$ cat config.mk
export PLATFORM = sky130hd
export DESIGN_NAME = dmi_retry_bridge
export DESIGN_NICKNAME = d
export VERILOG_FILES = /design/src/rtl/dmi_pkg.sv /design/src/rtl/dmi_req_fifo.sv /design/src/rtl/dmi_retry_bridge.sv
export SDC_FILE = /design/constraint.sdc
export NUM_CORES = 1
export LEC_CHECK = 0
export CAP_MARGIN = 40
export CORE_ASPECT_RATIO = 2
export CORE_UTILIZATION = 48
export DETAILED_ROUTE_END_ITERATION = 10
export PLACE_DENSITY = 0.76
export SLEW_MARGIN = 20
export SYNTH_ARGS = -nofsm -noshare
export SYNTH_HDL_FRONTEND = slang
export SYNTH_SLANG_ARGS = --single-unit
$ cat constraint.sdc
create_clock -name clk -period 1.5 [get_ports clk]
set_input_delay 0.225 -clock clk [delete_from_list [all_inputs] [get_ports clk]]
set_output_delay 0.225 -clock clk [all_outputs]
set_load 0.01 [all_outputs]
$ cat src/rtl/dmi_pkg.sv
// Shared DMI definitions: opcode and response encodings, default field widths,
// the request record carried through the bridge, and the bridge FSM states.
package dmi_pkg;

    localparam int DMI_ADDR_W = 7;
    localparam int DMI_DATA_W = 32;

    localparam logic [1:0] DMI_OP_NOP   = 2'd0;
    localparam logic [1:0] DMI_OP_READ  = 2'd1;
    localparam logic [1:0] DMI_OP_WRITE = 2'd2;
    localparam logic [1:0] DMI_OP_RSVD  = 2'd3;

    localparam logic [1:0] DMI_RESP_SUCCESS = 2'd0;
    localparam logic [1:0] DMI_RESP_RSVD    = 2'd1;
    localparam logic [1:0] DMI_RESP_FAILED  = 2'd2;
    localparam logic [1:0] DMI_RESP_BUSY    = 2'd3;

    typedef struct packed {
        logic [DMI_ADDR_W-1:0] addr;
        logic [1:0]            op;
        logic [DMI_DATA_W-1:0] data;
    } dmi_req_t;

    typedef enum logic [1:0] {
        ST_IDLE,
        ST_ISSUE,
        ST_WAIT,
        ST_RETURN
    } bridge_state_e;

endpackage

$ cat src/rtl/dmi_req_fifo.sv
// Request FIFO: DEPTH entries of registered storage, with read/write pointers
// that carry one extra wrap bit so full and empty can be told apart.
module dmi_req_fifo
    import dmi_pkg::*;
#(
    parameter int  DEPTH   = 4,
    parameter type entry_t = dmi_req_t
) (
    input  logic   clk,
    input  logic   reset,
    input  logic   push,
    input  entry_t push_data,
    input  logic   pop,
    output entry_t head,
    output logic   full,
    output logic   empty
);
    localparam int             PTR_W   = $clog2(DEPTH);
    localparam logic [PTR_W:0] PTR_ONE = (PTR_W + 1)'(1);

    entry_t         mem_q [DEPTH];
    entry_t         mem_d [DEPTH];
    logic [PTR_W:0] wr_ptr_q;
    logic [PTR_W:0] wr_ptr_d;
    logic [PTR_W:0] rd_ptr_q;
    logic [PTR_W:0] rd_ptr_d;

    assign empty = (wr_ptr_q == rd_ptr_q);
    assign full  = (wr_ptr_q[PTR_W] != rd_ptr_q[PTR_W]) &&
                   (wr_ptr_q[PTR_W-1:0] == rd_ptr_q[PTR_W-1:0]);
    assign head  = mem_q[rd_ptr_q[PTR_W-1:0]];

    // Store a pushed entry at the tail and advance whichever pointers moved.
    always_comb begin
        mem_d    = mem_q;
        wr_ptr_d = wr_ptr_q;
        rd_ptr_d = rd_ptr_q;
        if (push && !full) begin
            mem_d[wr_ptr_q[PTR_W-1:0]] = push_data;
            wr_ptr_d                   = wr_ptr_q + PTR_ONE;
        end
        if (pop && !empty) begin
            rd_ptr_d = rd_ptr_q + PTR_ONE;
        end
    end

    // Storage and pointer registers; reset discards all queued requests.
    always_ff @(posedge clk or negedge reset) begin
        if (!reset) begin
            wr_ptr_q <= '0;
            rd_ptr_q <= '0;
            for (int i = 0; i < DEPTH; i++) begin
                mem_q[i] <= '0;
            end
        end else begin
            wr_ptr_q <= wr_ptr_d;
            rd_ptr_q <= rd_ptr_d;
            mem_q    <= mem_d;
        end
    end

endmodule

$ cat src/rtl/dmi_retry_bridge.sv
// DMI retry bridge: queues transport requests, issues them to the debug module
// one at a time, silently re-issues BUSY answers up to MAX_RETRY times, and
// returns exactly one response per request in order.
module dmi_retry_bridge
    import dmi_pkg::*;
#(
    parameter int DEPTH     = 4,
    parameter int MAX_RETRY = 8,
    parameter int ADDR_W    = DMI_ADDR_W,
    parameter int DATA_W    = DMI_DATA_W
) (
    input  logic              clk,
    input  logic              reset,
    input  logic              dtm_req_valid,
    output logic              dtm_req_ready,
    input  logic [ADDR_W-1:0] dtm_req_addr,
    input  logic [1:0]        dtm_req_op,
    input  logic [DATA_W-1:0] dtm_req_data,
    output logic              dtm_resp_valid,
    input  logic              dtm_resp_ready,
    output logic [1:0]        dtm_resp_resp,
    output logic [DATA_W-1:0] dtm_resp_data,
    output logic              dm_req_valid,
    input  logic              dm_req_ready,
    output logic [ADDR_W-1:0] dm_req_addr,
    output logic [1:0]        dm_req_op,
    output logic [DATA_W-1:0] dm_req_data,
    input  logic              dm_resp_valid,
    output logic              dm_resp_ready,
    input  logic [1:0]        dm_resp_resp,
    input  logic [DATA_W-1:0] dm_resp_data,
    output logic [7:0]        retry_count,
    output logic              busy_err
);
    localparam logic [7:0] RETRY_LIMIT = 8'(MAX_RETRY);

    typedef struct packed {
        logic [ADDR_W-1:0] addr;
        logic [1:0]        op;
        logic [DATA_W-1:0] data;
    } req_t;

    req_t          fifo_in;
    req_t          fifo_head;
    logic          fifo_full;
    logic          fifo_empty;
    logic          fifo_pop;

    bridge_state_e     state_q, state_d;
    logic [7:0]        retry_count_q, retry_count_d;
    logic              busy_err_q, busy_err_d;
    logic [1:0]        resp_q, resp_d;
    logic [DATA_W-1:0] rdata_q, rdata_d;
    logic              dm_req_valid_q, dm_req_valid_d;
    logic              dm_resp_ready_q, dm_resp_ready_d;
    logic              dtm_resp_valid_q, dtm_resp_valid_d;

    assign dtm_req_ready = reset & ~fifo_full;
    assign fifo_in       = '{addr: dtm_req_addr, op: dtm_req_op, data: dtm_req_data};

    dmi_req_fifo #(
        .DEPTH   (DEPTH),
        .entry_t (req_t)
    ) u_fifo (
        .clk       (clk),
        .reset     (reset),
        .push      (dtm_req_valid & dtm_req_ready),
        .push_data (fifo_in),
        .pop       (fifo_pop),
        .head      (fifo_head),
        .full      (fifo_full),
        .empty     (fifo_empty)
    );

    assign dm_req_addr    = fifo_head.addr;
    assign dm_req_op      = fifo_head.op;
    assign dm_req_data    = fifo_head.data;
    assign dm_req_valid   = dm_req_valid_q;
    assign dm_resp_ready  = dm_resp_ready_q;
    assign dtm_resp_valid = dtm_resp_valid_q;
    assign dtm_resp_resp  = resp_q;
    assign dtm_resp_data  = rdata_q;
    assign retry_count    = retry_count_q;
    assign busy_err       = busy_err_q;

    // Next-state logic: the head entry is only popped once its final answer is captured,
    // so a BUSY retry re-presents the very same request.
    always_comb begin
        state_d       = state_q;
        retry_count_d = retry_count_q;
        busy_err_d    = busy_err_q;
        resp_d        = resp_q;
        rdata_d       = rdata_q;
        fifo_pop      = 1'b0;
        case (state_q)
            ST_IDLE: begin
                if (!fifo_empty) begin
                    state_d       = ST_ISSUE;
                    retry_count_d = '0;
                end
            end
            ST_ISSUE: begin
                if (dm_req_ready) begin
                    state_d = ST_WAIT;
                end
            end
            ST_WAIT: begin
                if (dm_resp_valid) begin
                    if ((dm_resp_resp == DMI_RESP_BUSY) && (retry_count_q < RETRY_LIMIT)) begin
                        retry_count_d = retry_count_q + 8'd1;
                        state_d       = ST_ISSUE;
                    end else begin
                        if (dm_resp_resp == DMI_RESP_BUSY) begin
                            busy_err_d = 1'b1;
                        end
                        resp_d   = dm_resp_resp;
                        rdata_d  = dm_resp_data;
                        fifo_pop = 1'b1;
                        state_d  = ST_RETURN;
                    end
                end
            end
            ST_RETURN: begin
                if (dtm_resp_ready) begin
                    state_d = ST_IDLE;
                end
            end
            default: state_d = ST_IDLE;
        endcase
        dm_req_valid_d   = (state_d == ST_ISSUE);
        dm_resp_ready_d  = (state_d == ST_WAIT);
        dtm_resp_valid_d = (state_d == ST_RETURN);
    end

    // FSM, retry counter, response register and sticky error, with registered handshake outputs.
    always_ff @(posedge clk or negedge reset) begin
        if (!reset) begin
            state_q          <= ST_IDLE;
            retry_count_q    <= '0;
            busy_err_q       <= 1'b0;
            resp_q           <= '0;
            rdata_q          <= '0;
            dm_req_valid_q   <= 1'b0;
            dm_resp_ready_q  <= 1'b0;
            dtm_resp_valid_q <= 1'b0;
        end else begin
            state_q          <= state_d;
            retry_count_q    <= retry_count_d;
            busy_err_q       <= busy_err_d;
            resp_q           <= resp_d;
            rdata_q          <= rdata_d;
            dm_req_valid_q   <= dm_req_valid_d;
            dm_resp_ready_q  <= dm_resp_ready_d;
            dtm_resp_valid_q <= dtm_resp_valid_d;
        end
    end

endmodule

==> run_results.csv, run 1 <==
group,metric,value,unit
floorplan,die_height,205.3,um
clock_network,cts_tree,"yes",
clock_network,clock_path_buffers,3,
routing,drtIter0Drc,244,
routing,drc,0,
synth,yosys.cell_count.top_type,"dfrtp_1",
clock_network,cts_root_buf,"clkbuf_16",
synth,synth_seq_cells,218,
routing,vias,6189,
sta,period_minus_slack,2.187,ns
floorplan,die_width,103.7,um
sta,hold_violations,18,
power,intPower,0.02319,W
worst_setup_path,start_kind,"flip-flop",
power,p_comb_frac,0.501,
placement,place.gp.congestion,0.8085,
sta,tns,-133.17,ns
worst_setup_path,path_buf_inv,6,
cells_and_area,nFillCells,1279,
clock_network,numCtsBuffers,21,
synth,synth-xor-area-share,0.009586,
sta,slew_viol_final,0,
power,leakage,7.090,nW
routing,ant_nets,0,
routing,viasPerCell,5.482,
worst_setup_path,cpPeakStageDelay,0.51,ns
power,p_seq_frac,0.321,
power,p_clk_frac,0.179,
synth,synth_edf_count,0,
synth,synthCells,555,
global_route,antenna_found_initial,2,
cells_and_area,area_delta_synth_final,46.25,%
clock_network,cts_sinks,218,
synth,synth_fp_nets,642,
sta,rsz0062_at_grt,"yes",
worst_setup_path,regToRegSetupSlack,-0.69,ns
synth,synth_top_family_by_area,"multiplexers",
sta,fmax,457.2,MHz
synth,synthTopCellsByArea,"dfrtp_1, mux2_4, mux4_2, mux2_2, buf_6",
power,powerDensity,2294,mW/mm2
synth,ys_seq_area_frac,0.5499,
placement,hpwl,15950,um
sta,slew_headroom,0.5330,
worst_setup_path,crit_chain,"buf_6, buf_12, xnor2_4, nand3b_4, buf_8, buf_12, buf_6, nand3_4, buf_12, mux2_4",
cells_and_area,drive_gt1_frac,0.5575,
synth,synthFlopType,"dfrtp_1",
floorplan,rows,74,
worst_setup_path,critPathSlowestCell,"dfrtp_4",
worst_setup_path,critPathKind,"reg -> reg",
floorplan,ioPinCount,169,
routing,avgRoutedWirePerCell,24.51,um
sta,finalSetupViolCount,255,
cells_and_area,nNetsFinal,934,
global_route,grt_pass1_vias,7150,
worst_setup_path,timing.rr.start,"u_fifo.rd_ptr_q[0]$_DFFE_PN0P_",
cells_and_area,fin_cells,1129,
placement,pre_cts_ws,-0.5288,ns
clock_network,clk_pin_slew,0.07,ns
global_route,globalRouteOverflowTotal,0,
synth,synth-simple-area-share,0.02674,
clock_network,h-tree-depth,1,
sta,worst_slack,-0.6874,ns
power,p_sw_frac,0.3031,
worst_setup_path,critical-path-top-delay-family,"buffers and inverters",
cells_and_area,utilization,0.7122,
synth,synth-compound-area-share,0.01009,
floorplan,die-area,0.02128,mm2
synth,synth_area,0.009920,mm2
global_route,grt_pass1_wl,43100,um
sta,tightest_slew,0.7005,ns
worst_setup_path,cp_max_fo,14,
routing,wl,27670,um
synth,synth_top_area_cell,"dfrtp_1",
placement,dp_cells,1030,
worst_setup_path,critPathMostFrequentCell,"buf_12",
synth,async_flop_share,1.000,
synth,avgSynthCellArea,17.87,um2
synth,synth_top_area_frac,0.5499,
sta,hold_ws,-0.04810,ns
worst_setup_path,cp-end-kind,"flip-flop",
clock_network,clk-insertion-delay-late,0.51,ns
floorplan,core,0.02037,mm2
sta,fin_skew,0.01143,ns
worst_setup_path,cp-startpoint,"u_fifo.rd_ptr_q[0]$_DFFE_PN0P_",
routing,firstDrtPassIters,4,
sta,fin_crit_sh,1.458,
floorplan,initial_utilization,0.4870,
outcome,status,"finished, violations left",
global_route,grt_util_all_layers,0.2683,
synth,yosysUniqueCellTypes,35,
synth,synth_common_cells,"dfrtp_1, mux2_4, mux2_2",
placement,place.port_buffers,168,
synth,synth_warnings,0,
power,switchingPower,0.01009,W
worst_setup_path,required,1.89,ns
outcome,violations,"hold timing, setup timing",
min_path,hold_class,"in -> async",
power,ir_drop,1.535,mV
synth,synth_fa_ha_area_frac,0.007568,
global_route,grt_max_degree,127,
synth,synth.mux.area_fraction,0.3678,
flow_run,maxCapViolations,0,
worst_setup_path,crit_arrival,2.57,ns
==> path summary, 6_finish.rpt <==
| path | to | cells after the start |
|---|---|---|
| max | u_fifo.mem_q[43]$_DFFE_PN0P_ | 10 |
| min | u_fifo.rd_ptr_q[1]$_DFFE_PN0P_ | 3 |
| max reg2reg | u_fifo.mem_q[43]$_DFFE_PN0P_ | 10 |
| min reg2reg | dtm_resp_data[22]$_DFFE_PN0P_ | 1 |
| max in group asynchronous | u_fifo.mem_q[157]$_DFFE_PN0P_ | 4 |
| min in group clk | dtm_resp_data[22]$_DFFE_PN0P_ | 2 |
==> power by group through the flow <==
stage          logic (W)  registers, W  clock network [W]
3_3_place_gp      0.0139        0.0103                  0
5_1_grt           0.0175        0.0109            0.00625
4_1_cts           0.0164        0.0106            0.00601
2_1_floorplan    0.00841        0.0102                  0
3_5_place_dp      0.0143        0.0106                  0
6_report          0.0167        0.0107            0.00594
==> worst register-to-register path: stages, from the launching register on <==
cell      delay (ns)
dfrtp_4         0.51
buf_6           0.14
buf_12          0.12
xnor2_4         0.17
nand3b_4        0.11
buf_8           0.14
buf_12          0.12
buf_6           0.11
nand3_4         0.13
buf_12          0.20
mux2_4          0.32
==> cell families (layout without fill, tap and decap cells) <==
family                     Yosys count  count (layout)
other                                0               2
xor gates and xnor gates             7               7
and+or+nand+nor                     34              34
muxes                              240             240
DFF                                218             218
buffers and inverters               36             342
adders and majority gates            6               6
AOI/OAI and AO/OA                   14              14
==> cells in the final DEF (no fill, tap or decap), types with 2 or more instances in the layout <==
cell type	instances
xnor2_4	2
clkinv_2	5
clkbuf_16	21
dfrtp_1	216
buf_16	4
and2_4	2
mux2_4	199
nand3_4	5
buf_8	11
and2_1	5
clkinvlp_4	2
xnor2_2	3
buf_2	13
nand2_1	2
buf_12	43
buf_6	54
nand3_1	5
clkbuf_8	3
diode_2	2
inv_1	3
buf_4	55
nand2b_1	2
bufinv_16	5
o211ai_1	2
ha_1	5
clkdlybuf4s50_1	79
mux4_2	41
xnor2_1	2
dlygate4sd2_1	40
nor2b_1	2
nand3b_1	5
o21ai_1	3
==> what timing repair did <==
item / CTS / global route
hold endpoints to repair: 92 / 0
pin swaps: 15 / 11
setup buffers: 53 / 12
hold buffers: 1 / 0
resized for setup: 359 / 72
setup endpoints to repair: 296 / 259
gates cloned: 20 / 0
==> layer usage <==
layer	vias up	global-route usage	share of wire	wire (um)
li1	2622	-	-	-
met1	3316	0.3076	0.37	10250
met2	169	0.4981	0.55	15320
met3	82	0.02756	0.031	851
met4	0	0.1306	0.045	1253
met5	-	0	0	0
==> final cells by class <==
type | instances | area (um2) | share of cell area
repair buffers | 302 | 3397 | 0.2342
clock buffers | 24 | 556.8 | 0.03838
diodes | 2 | 5.005 | 0.0003450
flip-flops and latches | 218 | 5460 | 0.3764
well taps | 266 | 332.8 | 0.02294
clock inverters | 13 | 206.4 | 0.01423
inverters | 3 | 11.26 | 0.0007762
multi-input cells | 301 | 4538 | 0.3128
==> stage by stage <==
stage          power (W)  instance area (um2)
3_5_place_dp     0.02497                12490
3_3_place_gp     0.02425                12490
5_1_grt          0.03472                14510
2_1_floorplan    0.01857                10000
6_report         0.03328                14510
4_1_cts          0.03299                14660
==> sequential cells by signal, indices dropped and copies added (netlist names) <==
signal and flops:
dm_resp_ready 1, dtm_resp_data 32, busy_err 1, u_fifo.wr_ptr_q 3, dm_req_valid 1, state_q 2
dtm_resp_valid 1, retry_count 8, u_fifo.rd_ptr_q 3, u_fifo.mem_q 164, dtm_resp_resp 2
(Power assumes the default switching activity.)
==> run 2, diff against run 1 <==
--- a/config.mk
+++ b/config.mk
@@ -9,6 +9,7 @@
 export CORE_ASPECT_RATIO = 2
 export CORE_UTILIZATION = 48
 export DETAILED_ROUTE_END_ITERATION = 10
+export MAX_ROUTING_LAYER = met4
 export PLACE_DENSITY = 0.76
 export SLEW_MARGIN = 20
 export SYNTH_ARGS = -nofsm -noshare
==> run_results.csv, run 2 (same netlist as run 1, synthesis figures left out) <==
group,metric,value,unit
power,p_seq_frac,0.321,
global_route,globalRouteOverflowTotal,0,
worst_setup_path,cp-end-kind,"flip-flop",
cells_and_area,multi_input_area,0.004538,mm2
placement,place.gp.congestion,0.8203,
sta,tightest_slew,0.7128,ns
cells_and_area,largest_reg_flops,164,
power,p_clk_frac,0.178,
global_route,grt_pass1_wl,43080,um
floorplan,initial_utilization,0.4870,
worst_setup_path,crit_arrival,2.57,ns
sta,fin_skew,0.01196,ns
cells_and_area,area_delta_synth_final,46.25,%
sta,finalSetupViolCount,255,
sta,rsz0062_at_grt,"yes",
power,intPower,0.02319,W
power,switchingPower,0.01009,W
worst_setup_path,r2r_cells,10,
min_path,hold_class,"in -> async",
placement,pre_cts_ws,-0.5288,ns
sta,worst_slack,-0.6860,ns
cells_and_area,regMostFlops,"u_fifo.mem_q",
sta,slew_headroom,0.5248,
routing,drc,0,
routing,wl,27590,um
power,powerDensity,2294,mW/mm2
floorplan,rows,74,
global_route,grt_util_all_layers,0.2763,
worst_setup_path,crit_end,"u_fifo.mem_q[43]$_DFFE_PN0P_",
clock_network,cts_sinks,218,
clock_network,h-tree-depth,1,
global_route,grt_pass1_vias,7142,
placement,dp_cells,1030,
worst_setup_path,critPathKind,"reg -> reg",
sta,period_minus_slack,2.186,ns
sta,hold_ws,-0.06666,ns
outcome,status,"finished, violations left",
global_route,antenna_found_initial,1,
worst_setup_path,cp_max_fo,14,
clock_network,cts_root_buf,"clkbuf_16",
cells_and_area,final_common_cell,"dfrtp_1",
sta,fmax,457.5,MHz
routing,viasPerCell,5.474,
cells_and_area,final_cell_area,0.01451,mm2
routing,ant_nets,0,
clock_network,clk_pin_slew,0.07,ns
placement,dpl_cell_area,0.01249,mm2
power,ir_drop,1.536,mV
global_route,grt_max_degree,127,
floorplan,die_height,205.3,um
worst_setup_path,cp-startpoint,"u_fifo.rd_ptr_q[0]$_DFFE_PN0P_",
routing,vias,6180,
floorplan,core,0.02037,mm2
worst_setup_path,rr_endpoint,"u_fifo.mem_q[43]$_DFFE_PN0P_",
cells_and_area,nNetsFinal,934,
clock_network,clock_path_buffers,3,
sta,hold_violations,32,
worst_setup_path,start_kind,"flip-flop",
flow_run,maxCapViolations,0,
sta,fin_crit_sh,1.457,
sta,slew_viol_final,0,
cells_and_area,drive_gt1_frac,0.5575,
routing,firstDrtPassIters,6,
placement,place.port_buffers,168,
cells_and_area,regArea,0.005460,mm2
power,p_sw_frac,0.3031,
cells_and_area,final_cell_mix,"dfrtp_1, mux2_4, clkdlybuf4s50_1",
worst_setup_path,timing.rr.start,"u_fifo.rd_ptr_q[0]$_DFFE_PN0P_",
routing,avgRoutedWirePerCell,24.44,um
power,p_comb_frac,0.501,
worst_setup_path,regToRegSetupSlack,-0.69,ns
clock_network,cts_tree,"yes",
floorplan,ioPinCount,169,
power,leakage,7.090,nW
worst_setup_path,required,1.89,ns
floorplan,die-area,0.02128,mm2
routing,drtIter0Drc,255,
placement,hpwl,15950,um
clock_network,clk-insertion-delay-late,0.51,ns
floorplan,die_width,103.7,um
cells_and_area,nFillCells,1279,
cells_and_area,fin_cells,1129,
outcome,violations,"hold timing, setup timing",
clock_network,numCtsBuffers,21,
==> run 2: worst min path at each step <==
stage	startpoint	endpoint	slack [ns]	depth (start not counted)
6_report	reset	u_fifo.wr_ptr_q[2]$_DFFE_PN0P_	-0.07	3
5_1_grt	reset	u_fifo.mem_q[150]$_DFFE_PN0P_	0.04	3
4_1_cts	reset	u_fifo.rd_ptr_q[1]$_DFFE_PN0P_	0.006	3
3_5_place_dp	reset	u_fifo.wr_ptr_q[1]$_DFFE_PN0P_	0.47	3
3_3_place_gp	reset	u_fifo.mem_q[112]$_DFFE_PN0P_	0.45	3
2_1_floorplan	reset	busy_err$_DFFE_PN0P_	-0.07	0
==> run 2: routing by layer <==
layer  part of all wire  GRT usage  wire [um]
met3              0.028    0.02534        776
met1               0.37     0.3087      10250
met4              0.041     0.1276       1144
met5                  0          -          0
met2               0.56     0.4998      15410
==> run 2: power groups by stage <==
stage	Sequential (W)	Combinational, W	Clock [W]
floorplan	0.0102	0.00841	0
detailed placement	0.0106	0.0143	0
global route	0.0109	0.0175	0.00625
finish	0.0107	0.0167	0.00594
global placement	0.0103	0.0139	0
CTS	0.0106	0.0164	0.00601
==> run 2: layout make-up <==
class | count | area share
antenna | 2 | 0.0003450
clock buffer | 24 | 0.03838
clock inverter | 13 | 0.01423
inverter | 3 | 0.0007762
multi-input combinational | 301 | 0.3128
sequential | 218 | 0.3764
tap | 266 | 0.02294
timing repair buffer | 302 | 0.2342
==> run 2: critical path, stage by stage, from the launching register on <==
cell and delay, ns:
dfrtp_4 0.51, buf_6 0.14, buf_12 0.11, xnor2_4 0.17, nand3b_4 0.10, buf_8 0.14, buf_12 0.12, buf_6 0.11
nand3_4 0.13, buf_12 0.20, mux2_4 0.32
==> run 2: timing repair <==
| item | CTS | global route |
|---|---|---|
| endpoints found under the setup margin | 296 | 259 |
| pin swaps | 15 | 11 |
| cloned | 20 | 0 |
| hold endpoints to repair | 92 | 0 |
| setup buffers | 53 | 12 |
| resized for setup | 359 | 72 |
| hold buffers | 1 | 0 |
==> run 2: per-stage QoR <==
| step | power, W | hold WS [ns] | utilization | setup TNS (ns) |
|---|---|---|---|---|
| global placement | 0.02425 | 0.4462 | 0.6130 | -78.07 |
| CTS | 0.03299 | 0.005741 | 0.7195 | -148.17 |
| global route | 0.03472 | 0.03581 | 0.7121 | -147.32 |
| floorplan | 0.01857 | -0.07059 | - | -17.40 |
| finish | 0.03328 | -0.06666 | 0.7122 | -133.00 |
| detailed placement | 0.02497 | 0.4739 | 0.6130 | -82.48 |
